--- config.mk ---
export PLATFORM = sky130hd
export DESIGN_NAME = add_serial_byte
export DESIGN_NICKNAME = d
export VERILOG_FILES = /design/src/rtl/add_serial_byte.sv
export SDC_FILE = /design/constraint.sdc
export NUM_CORES = 1
export LEC_CHECK = 0
export CAP_MARGIN = 20
export CORE_MARGIN = 2
export CORE_UTILIZATION = 54
export DETAILED_ROUTE_END_ITERATION = 8
export PLACE_DENSITY = 0.88
export SETUP_SLACK_MARGIN = 0.05
export SLEW_MARGIN = 20
export SYNTH_ARGS = -nofsm -noshare
export SYNTH_HDL_FRONTEND = slang
export SYNTH_SLANG_ARGS = --single-unit
--- constraint.sdc ---
create_clock -name clk -period 9.2 [get_ports clk]
set_input_delay 1.84 -clock clk [delete_from_list [all_inputs] [get_ports clk]]
set_output_delay 1.84 -clock clk [all_outputs]
set_load 0.02 [all_outputs]
--- src/rtl/add_serial_byte.sv ---
// add_serial_byte: a multi-cycle wide adder. Both operands are latched on an
// accepted start. One shared add_8_bit slice then takes one byte per cycle,
// starting with the least significant byte. The carry between bytes is formed
// from the slice's generate and propagate outputs.
// Optional build macro: ADD_SERIAL_SUB_EN. When it is defined, the module gets
// a 'sub' port and can also subtract.
//
// state   | meaning
// --------+------------------------------------------------------------
// ST_IDLE | waiting for start; s/c_out/ovf hold the previous result
// ST_RUN  | one byte slice summed and written per cycle, LSB first
// ST_DONE | result valid, done pulses for exactly this cycle

// add_8_bit: an 8-bit ripple slice. It also exports group generate and
// group propagate, so the caller can form the carry out of the byte.
module add_8_bit (
  input  logic [7:0] a,
  input  logic [7:0] b,
  input  logic       c_in,
  output logic [7:0] s,
  output logic       g_out,
  output logic       p_out
);

  logic [7:0] w_g;
  logic [7:0] w_p;
  logic [7:0] w_c;
  logic       w_gg;

  assign w_g = a & b;
  assign w_p = a ^ b;

  // Ripple the carry through the byte. Also fold the group generate, which is
  // the carry out of the byte when c_in is zero.
  always_comb begin
    w_c    = '0;
    w_c[0] = c_in;
    for (int i = 0; i < 7; i++) begin
      w_c[i+1] = w_g[i] | (w_p[i] & w_c[i]);
    end
    w_gg = 1'b0;
    for (int i = 0; i < 8; i++) begin
      w_gg = w_g[i] | (w_p[i] & w_gg);
    end
  end

  assign s     = w_p ^ w_c;
  assign g_out = w_gg;
  assign p_out = &w_p;

endmodule

module add_serial_byte #(
  parameter int BYTES = 4
) (
  input  logic               clk,
  input  logic               rst,
  input  logic               start,
  input  logic [8*BYTES-1:0] a,
  input  logic [8*BYTES-1:0] b,
  input  logic               c_in,
`ifdef ADD_SERIAL_SUB_EN
  input  logic               sub,
`endif
  output logic               busy,
  output logic               done,
  output logic [8*BYTES-1:0] s,
  output logic               c_out,
  output logic               ovf
);

  localparam int W  = 8 * BYTES;
  localparam int IW = $clog2(BYTES);
  localparam logic [IW-1:0] LAST_IDX = IW'(BYTES - 1);

  typedef enum logic [1:0] {
    ST_IDLE = 2'd0,
    ST_RUN  = 2'd1,
    ST_DONE = 2'd2
  } state_t;

  state_t          r_state;
  logic [IW-1:0]   r_idx;
  logic [W-1:0]    r_a;
  logic [W-1:0]    r_b;
  logic            r_carry;
  logic [W-1:0]    r_s;
  logic            r_c_out;
  logic            r_ovf;
  logic            r_busy;
  logic            r_done;

  logic [7:0]      w_a_byte;
  logic [7:0]      w_b_byte;
  logic [7:0]      w_sum_byte;
  logic            w_g;
  logic            w_p;
  logic            w_carry_next;
  logic            w_msb_cin;
  logic [W-1:0]    w_b_load;
  logic            w_carry_load;

  // Choose the operand B value and the initial carry to latch on start. When
  // subtracting, B is inverted and the carry is forced to 1 (two's complement).
`ifdef ADD_SERIAL_SUB_EN
  assign w_b_load     = sub ? ~b : b;
  assign w_carry_load = sub ? 1'b1 : c_in;
`else
  assign w_b_load     = b;
  assign w_carry_load = c_in;
`endif

  assign w_a_byte = r_a[8*r_idx +: 8];
  assign w_b_byte = r_b[8*r_idx +: 8];

  add_8_bit u_slice (
    .a     (w_a_byte),
    .b     (w_b_byte),
    .c_in  (r_carry),
    .s     (w_sum_byte),
    .g_out (w_g),
    .p_out (w_p)
  );

  assign w_carry_next = w_g | (w_p & r_carry);

  // This is the carry into the MSB of the whole word. It is recovered from the
  // sum bit: s = a ^ b ^ cin. It is only meaningful while the top slice is
  // being processed.
  assign w_msb_cin = r_a[W-1] ^ r_b[W-1] ^ w_sum_byte[7];

  // Sequencer: latch on start, step one slice per cycle, pulse done, return to idle.
  always_ff @(posedge clk) begin
    if (rst) begin
      r_state <= ST_IDLE;
      r_idx   <= '0;
      r_a     <= '0;
      r_b     <= '0;
      r_carry <= 1'b0;
      r_s     <= '0;
      r_c_out <= 1'b0;
      r_ovf   <= 1'b0;
      r_busy  <= 1'b0;
      r_done  <= 1'b0;
    end else begin
      case (r_state)
        ST_IDLE: begin
          r_done <= 1'b0;
          if (start) begin
            r_a     <= a;
            r_b     <= w_b_load;
            r_carry <= w_carry_load;
            r_idx   <= '0;
            r_s     <= '0;
            r_c_out <= 1'b0;
            r_ovf   <= 1'b0;
            r_busy  <= 1'b1;
            r_state <= ST_RUN;
          end
        end
        ST_RUN: begin
          r_s[8*r_idx +: 8] <= w_sum_byte;
          r_carry           <= w_carry_next;
          if (r_idx == LAST_IDX) begin
            r_idx   <= '0;
            r_c_out <= w_carry_next;
            r_ovf   <= w_carry_next ^ w_msb_cin;
            r_done  <= 1'b1;
            r_state <= ST_DONE;
          end else begin
            r_idx <= r_idx + 1'b1;
          end
        end
        ST_DONE: begin
          r_done  <= 1'b0;
          r_busy  <= 1'b0;
          r_state <= ST_IDLE;
        end
        default: begin
          r_done  <= 1'b0;
          r_busy  <= 1'b0;
          r_idx   <= '0;
          r_state <= ST_IDLE;
        end
      endcase
    end
  end

  assign busy  = r_busy;
  assign done  = r_done;
  assign s     = r_s;
  assign c_out = r_c_out;
  assign ovf   = r_ovf;

endmodule
==> flow_summary.ini, run 1 <==
[synth]
netlist_instances = 506
synth_edf_count = 0
ys_top_cells_by_area = dfxtp_1 (46%), nand2_1 (10%), mux4_2 (7.9%)
ys_types = 40
yosysMostFrequentCell = nand2_1
synthArstFlopShare = 0
ys_seq_area_frac = 0.458
syn_avg_cell_area_um2 = 9.07
yosys.area.top_type_share = 0.458
synth_area_leader_cell = dfxtp_1
synth_common_cells = nand2_1 (128), dfxtp_1 (105), a21oi_1 (69)
synthesis.nets = 593
synth_ff_type = dfxtp_1
yosysWarnings = 0
synth_seq_cells = 105
netlist_area_mm2 = 0.00459

[die]
floorplan.initialDensity = 0.558
design.core.area_mm2 = 0.00822
dieArea_mm2 = 0.00925
row_count = 33
die_y_um = 96.2
io_pins = 104
die_width_um = 96.2

[clock_network]
tritoncts = yes
clock_latency_ps = 380
postCtsSetupRepairBufs = 0
cts_buffer_depth = 2
ctsHoldBuffers = 0
cts_sinks = 105
cts_resized = 0
clockRootBuffer = clkbuf_8
cts_inserted_buffers = 9
cts_htree_levels = 3
clk_pin_slew_ps = 90

[placement]
port-buffer-count = 103
place_hpwl_mm = 7.60
gp_congestion = 0.864
place_area_mm2 = 0.00557
dp.cells = 680

[worst_setup_path]
crit_arrival_ps = 5260
slowest_delay_ps = 880
cp_max_fo = 19
r2r-start = r_idx[1]
required_ps = 9470
rr_worst_depth = 13
start_kind = register
slowest_stage = dfxtp_1
timing.rr.end = ovf
cp-startpoint = r_idx[1]
r2r_slack_ps = 4220
crit_type = reg -> reg
worstSetupEndpointType = register
cp_cell_sequence = mux4_2, fa_1, inv_1, fa_1, fa_1, fa_1, fa_1, fa_1, fa_1, xnor2_1, xnor2_1, xnor2_1, a32o_2
path_common_cell = fa_1

[grt]
grt_use_met1 = 0.301
met2_usage = 0.407
busiest_layer = met2
grt_overflow = 0
grt_pass1_wl_mm = 17.2
antenna_found_initial = 0
use_met3 = 0.0470
first_global_vias = 3690
grt_max_degree = 106
track_usage = 0.242

[detailed_routing]
ant_nets = 0
drt_iter0_markers = 179
wl_mm = 10.8
vias = 3840
wl_per_cell_um = 15.5
drt_pre_antenna_iters = 5
drc_errors = 0
viasPerCell = 5.53

[flow_run]
maxCapViolCount = 0

[power_and_ir_drop]
p_leak_nw = 2.13
power_frac_clock = 0.324
combPwrFrac = 0.158
total_power_mw = 0.940
powerDensity_mw_per_mm2 = 162
vdd_drop_max_v = 0.0000787
p_sw_mw = 0.248
p_int_mw = 0.692
switching_share = 0.264
power_frac_seq = 0.518

[cells_and_area]
fill_cells = 610
final_area_mm2 = 0.00578
diodes = 0
fin_util = 0.704
syn2layout_area_growth_pct = 26.1
final_cell_count_no_fill = 694
layout-drive-gt1-share = 0.0764
layout.nets = 673

[worst_hold_path]
whs_path_depth = 2
min_to = r_b[13]
hp-class = reg -> reg
min_from = r_b[13]

[sta]
fin_worst_skew_ps = 6.53
worstMarginPinSlew_ps = 1020
tns_ps = 0
setup_violations = 0
fin_crit_ps = 4980
slew_headroom = 0.318
rsz0062_at_grt = false
finalMaxSlewViolations = 0
hold_viol = 0
fmax_ghz = 0.201
min_period_over_period = 0.541

[status]
status = finished clean
## cells in the final DEF, fill, tap and decap left out, types with 3 or more instances in the layout
cell,n
nand2_1,128
dfxtp_1,105
clkdlybuf4s50_1,102
a21oi_1,69
nor2_1,42
a22oi_1,32
inv_1,22
mux4_2,16
ha_1,12
clkbuf_8,9
fa_1,7
nand2b_1,4
xnor2_1,3
## metrics by stage
stage / worst slack (ps) / hold WS [ps]
after CTS: 4240 / 458
after global placement: 4480 / 440
after floorplan: 4870 / 433
final: 4220 / 459
after global routing: 4000 / 469
after detailed placement: 4310 / 447
## kinds of logic after synthesis
family                   after synthesis  share of synthesized area
AO/OA/AOI/OAI                        114                      0.157
XOR/XNOR                               4                    0.00764
adder cells (fa/ha/maj)               19                     0.0633
buffers and inverters                 57                     0.0584
flip-flops                           105                      0.458
multiplexers                          17                     0.0807
AND/OR/NAND/NOR                      190                      0.175
## power by group through the flow
stage                     clock (mW)  sequential, mW  combinational, mW
after floorplan                    0           0.494             0.0954
after detailed placement           0           0.497              0.146
after global placement             0           0.496              0.142
after CTS                      0.307           0.486              0.148
after global routing           0.323           0.489              0.164
final                          0.305           0.487              0.148
## worst max-delay path by stage
stage / slack [ps] / end
3_3_place_gp: 4480 / ovf
2_1_floorplan: 4870 / ovf
6_report: 4220 / ovf
3_5_place_dp: 4310 / ovf
4_1_cts: 4240 / ovf
5_1_grt: 4000 / ovf
## routing by layer
metal,routed length [um],part of all wire
met1,4580,0.43
met2,5240,0.49
met3,673,0.063
met4,274,0.025
met5,0,0
## state kept, by name, indices dropped and copies added (netlist names)
signal / count
r_state: 2
c_out: 1
r_idx: 2
done: 1
r_carry: 1
busy: 1
ovf: 1
r_a: 32
s: 32
r_b: 32
## critical path: cells and delay by family, from the launching register on
family	cells	cell delay [ps]
compound gates	1	210
xor+xnor	3	690
fa+ha+maj	7	2620
buf+inv	1	60
flops	1	880
mux	1	400
## layout make-up
class / count / area [um^2] / share of cell area
multi-input cells: 344 / 2230 / 0.385
flip-flops and latches: 105 / 2100 / 0.363
repair buffers: 104 / 1040 / 0.179
well taps: 105 / 131 / 0.0227
clock buffers: 9 / 124 / 0.0214
inverters: 22 / 82.6 / 0.0143
clock inverters: 5 / 81.3 / 0.0141
Note: power is estimated with default switching activity, not from simulation.
==> inputs of run 2 (changes only) <==
--- a/config.mk
+++ b/config.mk
@@ -7,9 +7,9 @@
 export LEC_CHECK = 0
 export CAP_MARGIN = 20
 export CORE_MARGIN = 2
-export CORE_UTILIZATION = 54
+export CORE_UTILIZATION = 45
 export DETAILED_ROUTE_END_ITERATION = 8
-export PLACE_DENSITY = 0.88
+export PLACE_DENSITY = 0.79
 export SETUP_SLACK_MARGIN = 0.05
 export SLEW_MARGIN = 20
 export SYNTH_ARGS = -nofsm -noshare
==> constraint.sdc (replaced) <==
create_clock -name clk -period 4.3 [get_ports clk]
set_input_delay 0.86 -clock clk [delete_from_list [all_inputs] [get_ports clk]]
set_output_delay 0.86 -clock clk [all_outputs]
set_load 0.02 [all_outputs]
==> run 2 against run 1 <==
  * Worst hold slack worse by 1.6 ps
  * Critical path depth unchanged
  * Non-clock buffer count up 9
  * Final cell count up 5.6%
  * Sequential power up 110%
  * Design area up 2.1%
  * Clock-buffer cell count unchanged
  * Sequential share of layout area down 0.67 points
  * Setup slack worse by 4000 ps
  * Critical endpoint unchanged
  * Highest routed layer unchanged
==> flow_summary.ini, run 2 (same netlist as run 1, synthesis figures left out) <==
[clock_network]
clk_pin_slew_ps = 100
tritoncts = yes
clock_latency_ps = 370
cts_sinks = 105
clockRootBuffer = clkbuf_8
cts_inserted_buffers = 9
cts_buffer_depth = 2
cts_htree_levels = 3

[worst_setup_path]
slowest_stage = fa_1
start_kind = register
required_ps = 4570
worstSetupEndpointType = register
crit_type = reg -> reg
cp_cell_sequence = mux4_2, fa_1, inv_1, fa_1, fa_1, fa_1, fa_1, fa_1, fa_2, xnor2_2, xnor2_2, xnor2_1, a32o_2
cp_max_fo = 5
path_common_cell = fa_1
slowest_delay_ps = 400
crit_arrival_ps = 4370

[sta]
slew_headroom = 0.564
finalMaxSlewViolations = 0
fin_crit_ps = 4100
setup_violations = 0
worstMarginPinSlew_ps = 654
hold_viol = 0
fin_worst_skew_ps = 15.0
fmax_ghz = 0.244
rsz0062_at_grt = false
min_period_over_period = 0.954

[grt]
grt_pass1_wl_mm = 18.5
antenna_found_initial = 0
first_global_vias = 3813
met2_usage = 0.349
grt_max_degree = 67
grt_overflow = 0
track_usage = 0.208
use_met3 = 0.0343
grt_use_met1 = 0.265
busiest_layer = met2

[die]
floorplan.initialDensity = 0.467
io_pins = 104
row_count = 36
design.core.area_mm2 = 0.00982
die_y_um = 105
die_width_um = 105
dieArea_mm2 = 0.0110

[power_and_ir_drop]
p_leak_nw = 2.19
powerDensity_mw_per_mm2 = 339
total_power_mw = 2.00
vdd_drop_max_v = 0.000216

[cells_and_area]
most-common-layout-cells = nand2_1 (128), dfxtp_1 (103), clkdlybuf4s50_1 (102), a21oi_1 (69), nor2_1 (42)
diodes = 0
syn2layout_area_growth_pct = 28.7
fin_util = 0.602
layout.nets = 682
layout-drive-gt1-share = 0.102
final_cell_count_no_fill = 733
final_common_cell = nand2_1
final_area_mm2 = 0.00591

[detailed_routing]
drt_pre_antenna_iters = 4
vias = 3836
viasPerCell = 5.23
ant_nets = 0
wl_mm = 11.1
wl_per_cell_um = 15.2
drt_iter0_markers = 156
drc_errors = 0

[placement]
port-buffer-count = 103
gp_congestion = 0.871
dp.cells = 716
place_hpwl_mm = 8.51
place_area_mm2 = 0.00567

[worst_hold_path]
hp-class = reg -> reg

[flow_run]
maxCapViolCount = 0

[status]
status = finished clean
==> run 2: changes by cell type in the layout (fill, tap and decap cells not counted), moves of 2 or more <==
cell,before,now
buf_4,2,10
dfxtp_1,105,103
inv_6,1,3
xnor2_1,3,1
xnor2_2,0,2
==> run 2: repair_timing <==
item                       CTS  global route
gates resized for setup      1             4
setup endpoints to repair    1             1
cloned                       0             0
hold endpoints to repair     0             0
setup buffers                0             1
hold buffers                 0             0
pin swaps                    0             2
==> run 2: path summary, 6_finish.rpt <==
| kind | slack (ps) | depth (start not counted) | endpoint | from |
|---|---|---|---|---|
| setup / recovery | 200 | 13 | ovf | r_idx[0] |
| hold / removal | 460 | 2 | r_a[22] | r_a[22] |
| setup reg to reg | 200 | 13 | ovf | r_idx[0] |
| hold reg to reg | 460 | 2 | r_a[22] | r_a[22] |
==> run 2: worst max-delay path: cells and delay by family, from the launching register on <==
kind	cells	cell delay, ps
fa+ha+maj	7	2500
xor+xnor	3	450
flops	1	390
mux	1	390
compound gates	1	210
buf+inv	1	50
==> run 2: area by class of cell <==
| class | instances | area, um^2 |
|---|---|---|
| fillers | 873 | 3910 |
| multi-input cells | 344 | 2240 |
| flip-flops and latches | 105 | 2110 |
| repair buffers | 113 | 1100 |
| well taps | 133 | 166 |
| clock buffers | 9 | 124 |
| clock inverters | 7 | 82.6 |
| inverters | 22 | 82.6 |
==> run 2: power breakdown <==
part | switching, mW | total [mW] | internal [mW]
clock | 0.355 | 0.635 | 0.280
sequential | 0.0281 | 1.04 | 1.01
combinational | 0.176 | 0.326 | 0.150
==> run 2: layer usage <==
| layer | part of all wire | wire length, um |
|---|---|---|
| met5 | 0 | 0 |
| met3 | 0.063 | 697 |
| met2 | 0.48 | 5350 |
| met1 | 0.43 | 4820 |
| met4 | 0.022 | 249 |
==> run 2: through the flow <==
| stage | hold WS [ps] | setup WS [ps] | setup TNS (ps) |
|---|---|---|---|
| detailed placement | 445 | -7.39 | -7.39 |
| global placement | 442 | 122 | 0 |
| global route | 475 | 38.4 | 0 |
| CTS | 458 | 61.4 | 0 |
| floorplan | 433 | 54.2 | 0 |
| finish | 457 | 200 | 0 |
